[src/rtl/pc_sequencer.sv]
// Program-counter sequencer: sequential / jump / branch / jr next-PC selection with fetch handshake.
// Latency: one cycle from an accepted fetch (imem_ready_i & ~stall_i) to the new pc_o.
// Backpressure: stall_i or a missing imem_ready_i holds pc_o; a redirect seen without ready is parked until accepted.
module pc_sequencer #(
    parameter logic [31:0] RESET_PC = 32'h0000_0000
) (
    input  logic        clk_i,
    input  logic        rst_i,
    input  logic        stall_i,
    input  logic        imem_ready_i,
    input  logic        jump_i,
    input  logic        jr_i,
    input  logic        branch_i,
    input  logic [25:0] jtarget_i,
    input  logic [31:0] imm_ext_i,
    input  logic [31:0] rs_data_i,
    output logic [31:0] pc_o,
    output logic        fetch_req_o,
    output logic        redirect_o,
    output logic        misalign_o,
    output logic [7:0]  redirect_cnt_o
);

    typedef enum logic [1:0] {
        BOOT = 2'd0,
        RUN  = 2'd1,
        HOLD = 2'd2
    } state_t;

    state_t      state;
    logic [31:0] pend_pc;
    logic        pend_vld;

    logic [31:0] pc_plus4;
    logic [31:0] br_off;
    logic [31:0] jump_tgt;
    logic [31:0] branch_tgt;
    logic [31:0] jr_tgt;
    logic [31:0] sel_tgt;
    logic        ctrl_any;
    logic        jr_misalign;
    logic        advance;
    logic [7:0]  cnt_next;

    always_comb begin
        pc_plus4   = pc_o + 32'd4;
        br_off     = imm_ext_i << 2;
        jump_tgt   = {pc_plus4[31:28], jtarget_i, 2'b00};
        branch_tgt = pc_plus4 + br_off;
        jr_tgt     = rs_data_i & 32'hFFFF_FFFC;
        ctrl_any   = jr_i | jump_i | branch_i;
        jr_misalign = jr_i & (rs_data_i[1:0] != 2'b00);
        advance    = imem_ready_i & ~stall_i;
        cnt_next   = (redirect_cnt_o == 8'hFF) ? 8'hFF : redirect_cnt_o + 8'd1;
    end

    // jr wins over jump, jump over branch; sequential only when no control is raised.
    always_comb begin
        sel_tgt = pc_plus4;
        if (jr_i) begin
            sel_tgt = jr_tgt;
        end else if (jump_i) begin
            sel_tgt = jump_tgt;
        end else if (branch_i) begin
            sel_tgt = branch_tgt;
        end
    end

    always_ff @(posedge clk_i or posedge rst_i) begin
        if (rst_i) begin
            state          <= BOOT;
            pc_o           <= RESET_PC;
            pend_pc        <= RESET_PC;
            pend_vld       <= 1'b0;
            fetch_req_o    <= 1'b0;
            redirect_o     <= 1'b0;
            misalign_o     <= 1'b0;
            redirect_cnt_o <= 8'd0;
        end else begin
            redirect_o <= 1'b0;
            case (state)
                BOOT: begin
                    state       <= RUN;
                    fetch_req_o <= 1'b1;
                end

                RUN: begin
                    fetch_req_o <= 1'b1;
                    if (advance) begin
                        pc_o <= sel_tgt;
                        if (ctrl_any) begin
                            redirect_o     <= 1'b1;
                            redirect_cnt_o <= cnt_next;
                        end
                        if (jr_misalign) begin
                            misalign_o <= 1'b1;
                        end
                    end else if (!imem_ready_i && ctrl_any) begin
                        // Memory did not take this fetch; park the redirect so the
                        // pipeline may drop its control lines while we wait.
                        pend_pc  <= sel_tgt;
                        pend_vld <= 1'b1;
                        state    <= HOLD;
                        if (jr_misalign) begin
                            misalign_o <= 1'b1;
                        end
                    end
                end

                HOLD: begin
                    fetch_req_o <= 1'b1;
                    if (advance && pend_vld) begin
                        pc_o           <= pend_pc;
                        pend_vld       <= 1'b0;
                        state          <= RUN;
                        redirect_o     <= 1'b1;
                        redirect_cnt_o <= cnt_next;
                    end
                end

                default: begin
                    state       <= BOOT;
                    fetch_req_o <= 1'b0;
                    pend_vld    <= 1'b0;
                end
            endcase
        end
    end

endmodule

[config.mk]
export PLATFORM = sky130hd
export DESIGN_NAME = pc_sequencer
export DESIGN_NICKNAME = d
export VERILOG_FILES = /design/src/rtl/pc_sequencer.sv
export SDC_FILE = /design/constraint.sdc
export NUM_CORES = 1
export LEC_CHECK = 0
export ABC_CLOCK_PERIOD_IN_PS = 4080
export BUFFER_PORTS_ARGS = -buffer_cell sky130_fd_sc_hd__buf_2
export CORE_ASPECT_RATIO = 1.75
export CORE_MARGIN = 2
export CORE_UTILIZATION = 56
export CTS_CLUSTER_DIAMETER = 50
export DETAILED_ROUTE_END_ITERATION = 6
export GPL_ROUTABILITY_DRIVEN = 0
export PLACE_DENSITY = 0.9
export SETUP_SLACK_MARGIN = 0.1
export SLEW_MARGIN = 25
export SYNTH_ARGS = -nofsm -noshare
export SYNTH_HDL_FRONTEND = slang
export SYNTH_SLANG_ARGS = --single-unit
[constraint.sdc]
create_clock -name clk_i -period 4.08 [get_ports clk_i]
set_input_delay 0.612 -clock clk_i [delete_from_list [all_inputs] [get_ports clk_i]]
set_output_delay 0.612 -clock clk_i [all_outputs]
set_load 0.005 [all_outputs]
**Word-level counts from Yosys, hierarchy flattened**

Index checks and enable logic that the tools add are counted.

- $add $sub $neg: 3
- Eq/ne operators: 8
- Multiplexer cells: 27
- Bitwise gates (word level): 7
- Reduce and logical (&&, ||, !) cells: 14

Operators with widths:

| cell | number |
|---|---|
| $mux W32 | 5 |
| $pmux W32 S2 | 1 |
| $add A32 B3 Y32 const B | 1 |
| $add A32 B32 Y32 | 1 |
| $mux W8 | 4 |
| $pmux W8 S2 | 1 |
| $mux W1 | 10 |
| $ne A2 B2 Y1 const B | 5 |
| $reduce_and A3 Y1 | 3 |
| $add A8 B1 Y8 const B | 1 |
| $eq A8 B8 Y1 const B | 1 |
| $reduce_and A4 Y1 | 2 |
| $mux W2 | 3 |
| $pmux W2 S3 | 1 |
| $reduce_bool A2 Y1 | 3 |
| $not A1 Y1 | 3 |
| $pmux W1 S3 | 1 |
| $reduce_or A3 Y1 | 1 |
| $and A1 B1 Y1 | 2 |
| $eq A2 B1 Y1 const B | 1 |
| $eq A2 B2 Y1 const B | 1 |
| $logic_and A1 B1 Y1 | 2 |
| $logic_not A2 Y1 | 1 |
| $or A1 B1 Y1 | 2 |
| other kinds (3) | 3 |

- Bits in registers: 78
- Bits of input ports: 97
- Output and inout bits: 43

**Depth between registers and ports, before layout**

- Word-level depth: 7
- Mapped depth: 17
- Mapped depth without buffers: 15

**Worst setup path after synthesis**

OpenSTA, ideal clock, no wires.

- Path type: reg2reg
- Start: register pc_o[7]
- End: register pc_o[20]
- Setup time: 0.077 ns
- Arrival: 3.461 ns
- Required time: 4.003 ns
- Setup slack: 0.542 ns
- Stages on the path, launching flop included: 18
- Buffers on the path: 3
- Path through: dfrtp_1 and4_1 buf_4 and3_1 buf_4 and4_1 xor2_1 ha_1 clkbuf_1 nor2_1 a41oi_1 o41ai_2 o311a_1 a21boi_0 or3_1 a31oi_1 or3_1 a21oi_1

- Word-level cells in the longest chain between the ends: 7

Ends and longest elaborated chain:

| element | RTL line | source |
|---|---|---|
| from (decl) | 17 | `output logic [31:0] pc_o,` |
| from (signal assigned) | 90 | `pc_o <= sel_tgt;` |
| from (signal assigned) | 113 | `pc_o <= pend_pc;` |
| $add A32 B3 Y32 * | 46 | `pc_plus4 = pc_o + 32'd4;` |
| $add A32 B32 Y32 | 49 | `branch_tgt = pc_plus4 + br_off;` |
| $mux W32 * | 64 | `end else if (branch_i) begin` |
| $mux W32 * | 62 | `end else if (jump_i) begin` |
| $mux W32 * | 60 | `if (jr_i) begin` |
| $mux W32 * | 89 | `if (advance) begin` |
| $pmux W32 S2 * | 81 | `case (state)` |

Every way passes the cells marked *; elsewhere a longest branch is shown, timed or not. The select of a mux whose other input is x is not followed.
A chain may end at the register's enable or synchronous reset.

**Worst setup path after layout**

- Start: register pc_o[2]
- End: register pend_pc[31]

- Word-level cells in the longest chain between the ends: 5

Ends and longest elaborated chain:

| element | RTL line | source |
|---|---|---|
| $add A32 B3 Y32 * | 46 |  |
| $add A32 B32 Y32 | 49 |  |
| $mux W32 | 64 |  |
| $mux W32 * | 62 |  |
| $mux W32 * | 60 |  |
| to (signal assigned) | 101 | `pend_pc <= sel_tgt;` |
| to (decl) | 31 | `logic [31:0] pend_pc;` |

Every way passes the cells marked *; elsewhere a longest branch is shown, timed or not.

==> flow_metrics.py <==
metrics = {
    "floorplanning": {
        "die_h_um": 146,
        "fp.dieArea_um2": 12500,
        "initial_core_util": 0.566,
        "ios": 140,
        "die_w_um": 85.3,
        "core_area_um2": 11500,
        "row_count": 52,
    },
    "hold_path": {
        "holdCritPathClass": "input port to asynchronous set/reset pin",
    },
    "clock_tree": {
        "clk-insertion-delay-late_ps": 340,
        "cts_tree": "yes",
        "cts_buffers": 9,
        "ctsRootBufferMaster": "clkbuf_16",
        "clock_path_buffers": 2,
        "cts.sinks": 78,
        "cts_max_level": 3,
        "clk_pin_slew_ps": 60,
    },
    "cells_and_area": {
        "post-route-util": 0.696,
        "instances_no_fill": 1098,
        "layout-drive-gt1-share": 0.248,
        "nets": 1098,
        "register_area_um2": 1950,
        "antenna_cells": 0,
        "final_area_um2": 7970,
        "multi_input_area_um2": 4440,
        "area_growth_syn_to_layout_pct": 22.9,
        "fillers": 873,
    },
    "detailed_routing": {
        "met3_length_um": 1820,
        "viasPerCell": 6.57,
        "wl_met1_um": 7330,
        "route.met2.wl_um": 10300,
        "routedWlPerCell_um": 19.2,
        "first_pass_iters": 5,
        "vias": 7212,
        "first_iter_violations": 517,
        "ant_nets": 0,
        "highest_layer": "met4",
        "wl_um": 21100,
        "post-route-drc-count": 0,
    },
    "timing": {
        "finalMaxSlewViolations": 0,
        "fin_crit_sh": 0.955,
        "rsz0062_at_grt": "yes",
        "fin_tns_setup_ps": 0,
        "fin_skew_ps": 8.36,
        "worst_pin_slew_ps": 939,
        "setup_viol": 0,
        "max_slew_margin": 0.373,
        "fmax_mhz": 257,
        "setup_ws_ps": 186,
        "hold_viol_final": 0,
        "holdWs_ps": 427,
        "finalCriticalPeriod_ps": 3890,
    },
    "yosys": {
        "synth_enable_flop_cells": 0,
        "synth_fp_nets": 948,
        "async_reset_ff_frac": 1.00,
        "synth-seq-cells": 78,
        "synth_ff_type": "dfrtp_1",
        "ys_seq_area_frac": 0.301,
        "syn_inst": 808,
        "syn-cell-area_um2": 6480,
        "synth.avg_cell_area_um2": 8.02,
        "ys_types": 69,
        "ys_warn_count": 0,
    },
    "placed_design": {
        "dp_slack_ps": 42.2,
        "port_buffers": 137,
        "dpl.hpwl_um": 15400,
        "placedCellCount": 1071,
        "post_dp_cell_area_um2": 7410,
    },
    "job": {
        "maxCapViolations": 0,
    },
    "worst_setup_path": {
        "start_kind": "flop",
        "critPathMaxFanout": 6,
        "crit_required_ps": 4360,
        "critPathKind": "flop to flop",
        "cp.arrival_ps": 4170,
        "worst_setup_path_end_kind": "flop",
    },
    "outcome": {
        "status": "finished clean",
    },
    "global_routing": {
        "grt_usage": 0.324,
        "antenna_found_initial": 0,
        "grt_pass1_wl_um": 32000,
        "grt_pass1_vias": 6740,
        "grt_max_degree": 53,
        "grt.overflow.total": 0,
    },
    "pwr": {
        "power_leakage_nw": 3.84,
        "powerDensity_nw_per_um2": 675,
        "peakVddDrop_v": 0.000537,
        "power_mw": 5.38,
    },
}
registers in the layout (all words and copies together) (netlist names):
register and cells:
pend_vld 1, state 2, redirect_cnt_o 8, fetch_req_o 1, misalign_o 1, pc_o 32, redirect_o 1, pend_pc 32
repair_timing:
action                     CTS  global route
hold buffers                 0             0
buffers inserted             0            11
pin swaps                    0             6
resized for setup            8            25
setup endpoints to repair    2            15
hold endpoints to repair     0             0
path summary, 6_finish.rpt:
kind	start	endpoint	slack [ps]	cells after the start
hold reg to reg	pend_pc[11]	pend_pc[11]	470	2
min in group clk_i	pend_pc[11]	pend_pc[11]	470	2
setup / recovery	pc_o[2]	pend_pc[31]	190	15
hold / removal	rst_i	pc_o[27]	430	2
setup reg to reg	pc_o[2]	pend_pc[31]	190	15
max in group asynchronous	rst_i	pc_o[3]	2760	3
where the power goes:
part / total (mW) / switching, mW / internal (mW)
clock: 0.847 / 0.297 / 0.550
sequential: 1.41 / 0.315 / 1.10
combinational: 3.12 / 1.78 / 1.34
cell usage after synthesis (7+ instances only):
library cell | instances | share of area
nand2_1 | 128 | 0.074
dfrtp_1 | 78 | 0.30
o21ai_0 | 71 | 0.055
a21oi_1 | 66 | 0.051
nor2_1 | 47 | 0.027
ha_1 | 42 | 0.081
clkbuf_1 | 30 | 0.017
and3_1 | 28 | 0.027
nand3_1 | 28 | 0.022
xnor2_1 | 25 | 0.034
xor2_1 | 22 | 0.030
inv_1 | 20 | 0.012
mux2i_1 | 15 | 0.023
o211ai_1 | 15 | 0.017
nand4_1 | 14 | 0.014
a21o_1 | 11 | 0.013
and4_1 | 11 | 0.015
o31ai_1 | 10 | 0.012
nand2b_1 | 9 | 0.0087
a31oi_1 | 8 | 0.0077
nor3_1 | 8 | 0.0062
o22ai_1 | 7 | 0.0068
or3_1 | 7 | 0.0068
cells in the final DEF (no fill, tap or decap), types with 7 or more instances in the layout:
master and instances:
a21o_1 11, a21oi_1 63, a31oi_1 7, and3_1 26
and4_1 10, buf_2 137, buf_4 43, clkbuf_16 9
dfrtp_1 77, ha_1 37, inv_1 19, mux2i_1 14
nand2_1 127, nand2b_1 9, nand3_1 28, nand4_1 14
nor2_1 46, nor3_1 7, o211ai_1 15, o21ai_0 68
o21ai_1 9, o22ai_1 7, o31ai_1 8, or3_1 7
xnor2_1 20, xor2_1 22
worst max-delay path: stages, from the launching register on:
cell and delay, ps:
dfrtp_1 470, buf_4 170, ha_1 200, nand2_1 250
xnor2_2 220, ha_1 350, and4_1 250, and2_1 180
o211ai_1 190, a31oi_2 180, buf_4 180, o31ai_4 300
a21oi_2 120, mux2_1 370, nor3_4 240, mux2_4 180
cell families after synthesis:
group / synth area share
AO/OA/AOI/OAI: 0.255
XOR/XNOR: 0.0635
adder cells (fa/ha/maj): 0.0842
buffers and inverters: 0.0378
flip-flops: 0.301
multiplexers: 0.0342
AND/OR/NAND/NOR: 0.224
routing by layer:
layer	GRT usage	up-vias
met5	0	-
met4	0.232	0
met3	0.0492	135
met2	0.547	455
met1	0.364	3350
li1	-	3272
area by class of cell:
class / count / area share
tap: 135 / 0.0212
sequential: 78 / 0.245
inverter: 21 / 0.0101
multi-input combinational: 668 / 0.557
clock inverter: 4 / 0.00880
clock buffer: 12 / 0.0309
timing repair buffer: 180 / 0.127
No activity file was read; power rests on OpenSTA's default activity.
